[src/rtl/reg_access_arbiter_if.sv]
// Bundle between two register requesters, the arbiter and the shared register port.
// The slave modport is the arbiter's view; the master modport is the surrounding environment's view.
interface reg_access_arbiter_if;
    logic        m0_req_i;
    logic        m1_req_i;
    logic        m0_wr_i;
    logic        m1_wr_i;
    logic [2:0]  m0_addr_i;
    logic [2:0]  m1_addr_i;
    logic [15:0] m0_wdata_i;
    logic [15:0] m1_wdata_i;
    logic        m0_gnt_o;
    logic        m1_gnt_o;
    logic        m0_done_o;
    logic        m1_done_o;
    logic [15:0] m0_rdata_o;
    logic [15:0] m1_rdata_o;
    logic        err_o;
    logic        acc_en_o;
    logic        wr_en_o;
    logic [2:0]  addr_o;
    logic [15:0] wdata_o;
    logic [15:0] rdata_i;
    logic        busy_o;

    modport slave (
        input  m0_req_i, m1_req_i, m0_wr_i, m1_wr_i,
        input  m0_addr_i, m1_addr_i, m0_wdata_i, m1_wdata_i,
        input  rdata_i,
        output m0_gnt_o, m1_gnt_o, m0_done_o, m1_done_o,
        output m0_rdata_o, m1_rdata_o, err_o,
        output acc_en_o, wr_en_o, addr_o, wdata_o, busy_o
    );

    modport master (
        output m0_req_i, m1_req_i, m0_wr_i, m1_wr_i,
        output m0_addr_i, m1_addr_i, m0_wdata_i, m1_wdata_i,
        output rdata_i,
        input  m0_gnt_o, m1_gnt_o, m0_done_o, m1_done_o,
        input  m0_rdata_o, m1_rdata_o, err_o,
        input  acc_en_o, wr_en_o, addr_o, wdata_o, busy_o
    );
endinterface

[src/rtl/reg_access_arbiter.sv]
// Two-requester register access arbiter: picks one requester at a time and runs
// its command through IDLE -> ACCESS -> RESP on the shared register port.
module reg_access_arbiter #(
    parameter bit RR_EN = 1'b1
) (
    input  logic                clk_i,
    input  logic                rstn_i,
    reg_access_arbiter_if.slave bus
);

    typedef enum logic [1:0] {
        IDLE   = 2'd0,
        ACCESS = 2'd1,
        RESP   = 2'd2
    } state_e;

    state_e      state_q;
    logic        lastM1_q;
    logic        winM1_q;
    logic        wr_q;
    logic        reject_q;
    logic        accEn_q;
    logic        wrEn_q;
    logic [2:0]  addrOut_q;
    logic [15:0] wdataOut_q;
    logic        m0Done_q;
    logic        m1Done_q;
    logic [15:0] m0Rdata_q;
    logic [15:0] m1Rdata_q;
    logic        err_q;
    logic        busy_q;

    logic        anyReq;
    logic        winM1_d;
    logic        wr_d;
    logic [2:0]  addr_d;
    logic [15:0] wdata_d;
    logic        reject_d;
    logic [15:0] capData;

    // Winner selection and command decode for the request seen this IDLE cycle.
    always_comb begin
        anyReq  = bus.m0_req_i | bus.m1_req_i;
        winM1_d = 1'b0;
        if (bus.m0_req_i && bus.m1_req_i) begin
            winM1_d = RR_EN ? ~lastM1_q : 1'b0;
        end else begin
            winM1_d = bus.m1_req_i;
        end
        wr_d     = winM1_d ? bus.m1_wr_i    : bus.m0_wr_i;
        addr_d   = winM1_d ? bus.m1_addr_i  : bus.m0_addr_i;
        wdata_d  = winM1_d ? bus.m1_wdata_i : bus.m0_wdata_i;
        // 3'b111 is unmapped; 3'b100 and 3'b110 are read-only.
        reject_d = (addr_d == 3'b111) ||
                   (wr_d && ((addr_d == 3'b100) || (addr_d == 3'b110)));
        capData  = (wr_q || reject_q) ? 16'h0000 : bus.rdata_i;
    end

    always_ff @(posedge clk_i or negedge rstn_i) begin
        if (!rstn_i) begin
            state_q    <= IDLE;
            lastM1_q   <= 1'b1;
            winM1_q    <= 1'b0;
            wr_q       <= 1'b0;
            reject_q   <= 1'b0;
            accEn_q    <= 1'b0;
            wrEn_q     <= 1'b0;
            addrOut_q  <= 3'b000;
            wdataOut_q <= 16'h0000;
            m0Done_q   <= 1'b0;
            m1Done_q   <= 1'b0;
            m0Rdata_q  <= 16'h0000;
            m1Rdata_q  <= 16'h0000;
            err_q      <= 1'b0;
            busy_q     <= 1'b0;
        end else begin
            case (state_q)
                IDLE: begin
                    if (anyReq) begin
                        state_q    <= ACCESS;
                        busy_q     <= 1'b1;
                        lastM1_q   <= winM1_d;
                        winM1_q    <= winM1_d;
                        wr_q       <= wr_d;
                        reject_q   <= reject_d;
                        accEn_q    <= ~reject_d;
                        wrEn_q     <= wr_d & ~reject_d;
                        addrOut_q  <= reject_d ? 3'b000 : addr_d;
                        wdataOut_q <= reject_d ? 16'h0000 : wdata_d;
                    end
                end
                ACCESS: begin
                    state_q    <= RESP;
                    accEn_q    <= 1'b0;
                    wrEn_q     <= 1'b0;
                    addrOut_q  <= 3'b000;
                    wdataOut_q <= 16'h0000;
                    m0Done_q   <= ~winM1_q;
                    m1Done_q   <= winM1_q;
                    m0Rdata_q  <= winM1_q ? 16'h0000 : capData;
                    m1Rdata_q  <= winM1_q ? capData : 16'h0000;
                    err_q      <= reject_q;
                end
                RESP: begin
                    state_q   <= IDLE;
                    busy_q    <= 1'b0;
                    m0Done_q  <= 1'b0;
                    m1Done_q  <= 1'b0;
                    m0Rdata_q <= 16'h0000;
                    m1Rdata_q <= 16'h0000;
                    err_q     <= 1'b0;
                end
                default: begin
                    state_q <= IDLE;
                    busy_q  <= 1'b0;
                end
            endcase
        end
    end

    // Grant is decoded in the sampling cycle itself and masked while reset is held.
    assign bus.m0_gnt_o   = rstn_i && (state_q == IDLE) && anyReq && !winM1_d;
    assign bus.m1_gnt_o   = rstn_i && (state_q == IDLE) && anyReq && winM1_d;
    assign bus.m0_done_o  = m0Done_q;
    assign bus.m1_done_o  = m1Done_q;
    assign bus.m0_rdata_o = m0Rdata_q;
    assign bus.m1_rdata_o = m1Rdata_q;
    assign bus.err_o      = err_q;
    assign bus.acc_en_o   = accEn_q;
    assign bus.wr_en_o    = wrEn_q;
    assign bus.addr_o     = addrOut_q;
    assign bus.wdata_o    = wdataOut_q;
    assign bus.busy_o     = busy_q;

endmodule

[src/flat_wrapper.sv]
// flat-port wrapper written by rule: the top's interface ports become plain ports
module reg_access_arbiter_flat 
#(
    parameter bit RR_EN = 1'b1
)
  (clk_i, rstn_i, bus_m0_req_i, bus_m1_req_i, bus_m0_wr_i, bus_m1_wr_i, bus_m0_addr_i, bus_m1_addr_i, bus_m0_wdata_i, bus_m1_wdata_i, bus_rdata_i, bus_m0_gnt_o, bus_m1_gnt_o, bus_m0_done_o, bus_m1_done_o, bus_m0_rdata_o, bus_m1_rdata_o, bus_err_o, bus_acc_en_o, bus_wr_en_o, bus_addr_o, bus_wdata_o, bus_busy_o);
  reg_access_arbiter_if bus_i ();
  input  logic clk_i;
  input  logic rstn_i;
  input wire logic [$bits(bus_i.m0_req_i)-1:0] bus_m0_req_i;
  input wire logic [$bits(bus_i.m1_req_i)-1:0] bus_m1_req_i;
  input wire logic [$bits(bus_i.m0_wr_i)-1:0] bus_m0_wr_i;
  input wire logic [$bits(bus_i.m1_wr_i)-1:0] bus_m1_wr_i;
  input wire logic [$bits(bus_i.m0_addr_i)-1:0] bus_m0_addr_i;
  input wire logic [$bits(bus_i.m1_addr_i)-1:0] bus_m1_addr_i;
  input wire logic [$bits(bus_i.m0_wdata_i)-1:0] bus_m0_wdata_i;
  input wire logic [$bits(bus_i.m1_wdata_i)-1:0] bus_m1_wdata_i;
  input wire logic [$bits(bus_i.rdata_i)-1:0] bus_rdata_i;
  output wire logic [$bits(bus_i.m0_gnt_o)-1:0] bus_m0_gnt_o;
  output wire logic [$bits(bus_i.m1_gnt_o)-1:0] bus_m1_gnt_o;
  output wire logic [$bits(bus_i.m0_done_o)-1:0] bus_m0_done_o;
  output wire logic [$bits(bus_i.m1_done_o)-1:0] bus_m1_done_o;
  output wire logic [$bits(bus_i.m0_rdata_o)-1:0] bus_m0_rdata_o;
  output wire logic [$bits(bus_i.m1_rdata_o)-1:0] bus_m1_rdata_o;
  output wire logic [$bits(bus_i.err_o)-1:0] bus_err_o;
  output wire logic [$bits(bus_i.acc_en_o)-1:0] bus_acc_en_o;
  output wire logic [$bits(bus_i.wr_en_o)-1:0] bus_wr_en_o;
  output wire logic [$bits(bus_i.addr_o)-1:0] bus_addr_o;
  output wire logic [$bits(bus_i.wdata_o)-1:0] bus_wdata_o;
  output wire logic [$bits(bus_i.busy_o)-1:0] bus_busy_o;
  assign bus_i.m0_req_i = bus_m0_req_i;
  assign bus_i.m1_req_i = bus_m1_req_i;
  assign bus_i.m0_wr_i = bus_m0_wr_i;
  assign bus_i.m1_wr_i = bus_m1_wr_i;
  assign bus_i.m0_addr_i = bus_m0_addr_i;
  assign bus_i.m1_addr_i = bus_m1_addr_i;
  assign bus_i.m0_wdata_i = bus_m0_wdata_i;
  assign bus_i.m1_wdata_i = bus_m1_wdata_i;
  assign bus_i.rdata_i = bus_rdata_i;
  assign bus_m0_gnt_o = bus_i.m0_gnt_o;
  assign bus_m1_gnt_o = bus_i.m1_gnt_o;
  assign bus_m0_done_o = bus_i.m0_done_o;
  assign bus_m1_done_o = bus_i.m1_done_o;
  assign bus_m0_rdata_o = bus_i.m0_rdata_o;
  assign bus_m1_rdata_o = bus_i.m1_rdata_o;
  assign bus_err_o = bus_i.err_o;
  assign bus_acc_en_o = bus_i.acc_en_o;
  assign bus_wr_en_o = bus_i.wr_en_o;
  assign bus_addr_o = bus_i.addr_o;
  assign bus_wdata_o = bus_i.wdata_o;
  assign bus_busy_o = bus_i.busy_o;
  reg_access_arbiter #(.RR_EN(RR_EN)) u_core (.clk_i(clk_i), .rstn_i(rstn_i), .bus(bus_i));
endmodule
[config.mk]
export PLATFORM = sky130hd
export DESIGN_NAME = reg_access_arbiter_flat
export DESIGN_NICKNAME = d
export VERILOG_FILES = /design/src/rtl/reg_access_arbiter_if.sv /design/src/rtl/reg_access_arbiter.sv /design/src/flat_wrapper.sv
export SDC_FILE = /design/constraint.sdc
export NUM_CORES = 1
export LEC_CHECK = 0
export ABC_AREA = 0
export CAP_MARGIN = 5
export CORE_MARGIN = 2
export CORE_UTILIZATION = 39
export DETAILED_ROUTE_END_ITERATION = 10
export HOLD_SLACK_MARGIN = 0.06
export PLACE_DENSITY = 0.77
export SYNTH_ARGS = -nofsm -noshare
export SYNTH_HDL_FRONTEND = slang
export SYNTH_SLANG_ARGS = --single-unit
[constraint.sdc]
create_clock -name clk_i -period 1.7 [get_ports clk_i]
set_input_delay 0.17 -clock clk_i [delete_from_list [all_inputs] [get_ports clk_i]]
set_output_delay 0.17 -clock clk_i [all_outputs]
set_load 0.02 [all_outputs]
After elaboration in Yosys (flattened, before gate mapping)
Index checks and enable logic that the tools add are counted.
{"block": "totals", "ff_bits": 63, "latchBits": 0, "ramBits": 0, "mem_bits_ro": 0, "output_inout_bits": 59, "wordCells": 69, "memories": 0}
{"block": "op_classes", "addsub": 0, "multipliers": 0, "n_div": 0, "order_cmp": 0, "eq_ne": 6, "shift": 0, "mux": 26, "bitwise_logic": 6, "n_reduce_logical": 16}
{"operator": "16-bit two-way mux", "n": 6}
{"operator": "16-bit one-hot mux with 2 select lines", "n": 3}
{"operator": "1-bit one-hot mux with 2 select lines", "n": 6}
{"operator": "3-bit == test (second input constant)", "n": 3}
{"operator": "3-bit two-way mux", "n": 3}
{"operator": "1-bit logical AND", "n": 6}
{"operator": "3-bit one-hot mux with 2 select lines", "n": 1}
{"operator": "2-bit AND reduction", "n": 3}
{"operator": "1-bit two-way mux", "n": 5}
{"operator": "1-bit NOT", "n": 4}
{"operator": "2-bit one-hot mux with 2 select lines", "n": 1}
{"operator": "2-bit nonzero test", "n": 2}
{"operator": "1-bit logical OR", "n": 3}
{"operator": "2-bit by 1-bit == test with 1-bit output (second input constant)", "n": 1}
{"operator": "2-bit == test (second input constant)", "n": 1}
{"operator": "2-bit zero test", "n": 1}
{"operator": "2-bit two-way mux", "n": 1}
{"operator": "2-bit by 1-bit != test with 1-bit output (second input constant)", "n": 1}
{"operator": "1-bit AND", "n": 1}
{"operator": "1-bit zero test", "n": 1}
{"operator": "1-bit OR", "n": 1}

Logic depth before layout (Yosys ltp)
Gate-level depths: netlist of the first run.
{"block": "logic_depth", "word_depth": 11, "ltp_mapped": 7}

Worst setup path before layout of the first run
No wires, ideal clock.
{"block": "synth_path", "path_type": "register to register", "start": "reg u_core.state_q[0]", "end": "reg u_core.addrOut_q[0] (netlist: u_core.bus.addr_o[0])", "arrival_ps": 1609, "required_time_ps": 1608, "slack_ps": 0, "stages_incl_launch_ff": 8, "n_path_buf": 2, "period_less_slack_ps": 1700, "cell_sequence": "dfrtp_1 inv_1 ha_1 buf_4 o21ai_1 a311o_1 buf_6 o31ai_2"}
{"block": "synth_via", "elab_chain_len": 3, "word_cells_on_any_way": 6}
{"element": "start, declared", "line_no": "reg_access_arbiter.sv:17", "text": "state_e state_q;"}
{"element": "start signal, assigned", "line_no": "reg_access_arbiter.sv:61", "text": "state_q <= IDLE;"}
{"element": "start signal, assigned", "line_no": "reg_access_arbiter.sv:80", "text": "state_q <= ACCESS;"}
{"element": "start signal, assigned", "line_no": "reg_access_arbiter.sv:93", "text": "state_q <= RESP;"}
{"element": "2-bit zero test or 2-bit by 1-bit == test with 1-bit output (tied branches)", "line_no": "reg_access_arbiter.sv:77", "text": "case (state_q)"}
{"element": "2-bit by 1-bit != test with 1-bit output (no line) or 2-bit nonzero test (tied branches)"}
{"element": "2-bit AND reduction (no line)"}
{"element": "end signal, assigned", "line_no": "reg_access_arbiter.sv:88", "text": "addrOut_q <= reject_d ? 3'b000 : addr_d;"}
{"element": "end, declared", "line_no": "reg_access_arbiter.sv:24", "text": "logic [2:0] addrOut_q;"}
Several ways; a longest one is shown, not always the timed one.
A chain may end at the register's enable or synchronous reset.

Worst setup path in the final report of the first run
{"block": "layout_path", "start": "reg u_core.state_q[0]", "end": "reg u_core.wdataOut_q[3] (netlist: u_core.bus.wdata_o[3])"}
{"block": "layout_via", "elab_chain_len": 3, "word_cells_on_any_way": 6}
{"element": "2-bit zero test or 2-bit by 1-bit == test with 1-bit output (tied branches)", "line_no": "reg_access_arbiter.sv:77"}
{"element": "2-bit by 1-bit != test with 1-bit output (no line) or 2-bit nonzero test (tied branches)"}
{"element": "2-bit AND reduction (no line)"}
{"element": "end signal, assigned", "line_no": "reg_access_arbiter.sv:89", "text": "wdataOut_q <= reject_d ? 16'h0000 : wdata_d;"}
{"element": "end, declared", "line_no": "reg_access_arbiter.sv:25", "text": "logic [15:0] wdataOut_q;"}
Several ways; a longest one is shown, not always the timed one.

==> impl_metrics.tcl, run 1 <==
set metrics [dict create \
    num_vias 2592 \
    slew_violations 0 \
    yosys-top-cells-count "dfrtp_1 (62), inv_1 (37), o22ai_1 (32)" \
    nFillCells 567 \
    io_buffer_count 118 \
    synth_cell_type_count 31 \
    period_share 1.02 \
    htree_num_levels 3 \
    holdWs_ps 239 \
    status "finished with violations" \
    clkSinkCount 63 \
    clk_latency_ps 340 \
    netlist.area_leader.share 0.532 \
    die_area_um2 8190 \
    synth-edff-count 0 \
    overflow 0 \
    finalClockSkew_ps 8.40 \
    cts_buffer_depth 2 \
    ys_ff_latch 63 \
    total_power_mw 9.49 \
    fin_cells 513 \
    max_slew_margin 0.513 \
    routedWlPerCell_um 15.8 \
    gp_congestion 0.756 \
    crit_chain "inv_2 -> ha_4 -> buf_4 -> nor3b_4 -> buf_4 -> o21ai_0 -> o31ai_4" \
    crit_slowest_cell "dfrtp_1" \
    worstSetupPathType "reg -> reg" \
    drt_iter0_drc 73 \
    peakVddDrop_v 0.000834 \
    drc_errors 0 \
    path_clk_slew_ps 70 \
    synth-main-ff-cell "dfrtp_1" \
    placedCellCount 485 \
    viasPerCell 5.05 \
    postRouteAntennaNets 0 \
    firstDrtPassIters 4 \
    grt_start_max_net_pins 59 \
    final_hold_viol_count 0 \
    regArea_um2 1580 \
    ys_warn_count 0 \
    dp_hpwl_mm 5.33 \
    grt_usage 0.200 \
    layout-drive-gt1-share 0.205 \
    multi_input_area_um2 1300 \
    finalNetCount 472 \
    clockRootBuffer "clkbuf_8" \
    core_um2 7250 \
    fin_util 0.678 \
    power_leakage_nw 2.07 \
    crit_fanout 14 \
    grt_pass1_wl_mm 13.2 \
    rsz0062_at_grt "yes" \
    max_freq_ghz 0.578 \
    synth_area_leaders "dfrtp_1 (53%), mux2i_1 (7.9%), o22ai_1 (6.9%), o31ai_2 (6.4%), o21ai_0 (4.8%)" \
    worst_slack_ps -30.2 \
    tightestPinTransition_ps 730 \
    synth_nets 327 \
    crit_path_start_kind "register" \
    cpMostUsedCell "buf_4" \
    period_minus_slack_ps 1730 \
    wl_mm 8.12 \
    post-synth-top-area-cell "dfrtp_1" \
    syn_inst 264 \
    critPathTopFamily "compound AO/OA/AOI/OAI gates" \
    critPathRequiredTime_ps 1900 \
    syn_area_um2 2920 \
    max_cap_violations 0 \
    critPathBufInv 3 \
    cts_tree "yes" \
    violations "setup timing" \
    synth-seq-area-share 0.541 \
    grt_pass1_vias 2715 \
    n_antenna_cell 0 \
    fp.dieH_um 90.5 \
    arrival_ps 1930 \
    power.density_nw_per_um2 1930 \
    synth.most_common_cell "dfrtp_1" \
    finalSetupViolCount 7 \
    antenna_found_initial 0 \
    worstSetupEndpointType "register" \
    start_util 0.402 \
    die_x_um 90.5 \
    cts_made_buffers 9 \
    async_flop_share 1.00 \
    hold_class "in -> async" \
    pin_count 119 \
    core.rowCount 31 \
    cpPeakStageDelay_ps 400 \
    place_ws_ps -337 \
    syn2layout_area_growth_pct 68.6 \
    syn_area_per_cell_um2 11.1 \
]
-- state kept, by name, summed over array words and instances (netlist names) --
name                   count
u_core.bus.addr_o          3
u_core.lastM1_q            1
u_core.bus.m1_rdata_o     16
u_core.reject_q            1
u_core.bus.m1_done_o       1
u_core.bus.wdata_o        16
u_core.bus.acc_en_o        1
u_core.bus.wr_en_o         1
u_core.wr_q                1
u_core.winM1_q             1
u_core.bus.busy_o          1
u_core.bus.m0_done_o       1
u_core.state_q             2
u_core.bus.m0_rdata_o     16
u_core.bus.err_o           1
-- report_power, final --
group          internal (mW)  leakage [nW]  switching, mW
registers               2.21         0.837          0.385
clock network          0.905         0.114          0.559
logic                   2.59          1.12           2.83
total                   5.71          2.07           3.78
-- metal layers --
layer | share of wire | track usage | wire length, um | up-vias
li1 | - | - | - | 1223
met1 | 0.42 | 0.243 | 3370 | 1244
met2 | 0.49 | 0.336 | 3970 | 113
met3 | 0.079 | 0.0626 | 641 | 12
met4 | 0.016 | 0.0705 | 133 | 0
met5 | 0 | 0 | 0 | -
-- worst paths after layout --
path | startpoint | end | slack (ps) | cells past startpoint
hold / removal | rstn_i | u_core.bus.wdata_o[12]$_DFFE_PN0P_ | 240 | 2
setup / recovery | u_core.state_q[0]$_DFFE_PN0N_ | u_core.bus.wdata_o[3]$_DFFE_PN0P_ | -30 | 7
setup reg to reg | u_core.state_q[0]$_DFFE_PN0N_ | u_core.bus.wdata_o[3]$_DFFE_PN0P_ | -30 | 7
max in group asynchronous | rstn_i | u_core.bus.err_o$_DFFE_PN0P_ | 500 | 3
hold reg to reg | u_core.wr_q$_DFFE_PN0P_ | u_core.wr_q$_DFFE_PN0P_ | 480 | 2
min in group clk_i | bus_rdata_i[13] | u_core.bus.m0_rdata_o[13]$_DFFE_PN0P_ | 400 | 3
-- kinds of logic after synthesis --
| group | count (synthesis) | synth area share |
|---|---|---|
| AO/OA/AOI/OAI | 88 | 0.228 |
| adder cells (fa/ha/maj) | 3 | 0.0129 |
| buffers and inverters | 57 | 0.0827 |
| flip-flops | 63 | 0.541 |
| multiplexers | 26 | 0.0917 |
| AND/OR/NAND/NOR | 27 | 0.0437 |
-- layout make-up --
class | count | area share
clock buffer | 13 | 0.0323
clock inverter | 3 | 0.0132
inverter | 37 | 0.0282
multi-input combinational | 144 | 0.265
sequential | 63 | 0.321
tap | 99 | 0.0252
timing repair buffer | 154 | 0.316
-- cell usage in the layout (no fill, tap or decap), types with 2 or more instances in the layout --
master	count
nand2_1	18
inv_1	36
o31ai_4	18
nand3b_1	2
clkbuf_1	2
buf_6	3
o21ai_0	26
dfrtp_1	62
buf_2	3
o22ai_1	32
bufinv_16	2
mux2i_1	22
clkdlybuf4s50_1	115
mux2_2	2
clkbuf_8	11
buf_4	25
o21ai_1	2
buf_16	2
buf_12	3
-- stage by stage --
stage	TNS, ps	cell area, um2
floorplan	0	2920
global placement	-5440	4360
detailed placement	-6050	4360
CTS	-16.1	4710
global route	-1210	4920
finish	-91.9	4920
-- timing repair --
item | 4_1_cts | 5_1_grt
hold buffers | 1 | 0
setup buffers | 2 | 7
endpoints found under the setup margin | 36 | 37
resized for setup | 21 | 23
pin swaps | 1 | 20
cloned | 2 | 1
endpoints found under the hold margin | 5 | 0
(Power assumes the default switching activity.)
==> run 2, diff against run 1 <==
--- a/config.mk
+++ b/config.mk
@@ -6,10 +6,12 @@
 export NUM_CORES = 1
 export LEC_CHECK = 0
 export ABC_AREA = 0
+export ABC_CLOCK_PERIOD_IN_PS = 1700
 export CAP_MARGIN = 5
 export CORE_MARGIN = 2
 export CORE_UTILIZATION = 39
 export DETAILED_ROUTE_END_ITERATION = 10
+export GPL_ROUTABILITY_DRIVEN = 0
 export HOLD_SLACK_MARGIN = 0.06
 export PLACE_DENSITY = 0.77
 export SYNTH_ARGS = -nofsm -noshare
==> results of run 2 <==
No change in the layout: final DEF, timing and power equal those of run 1.
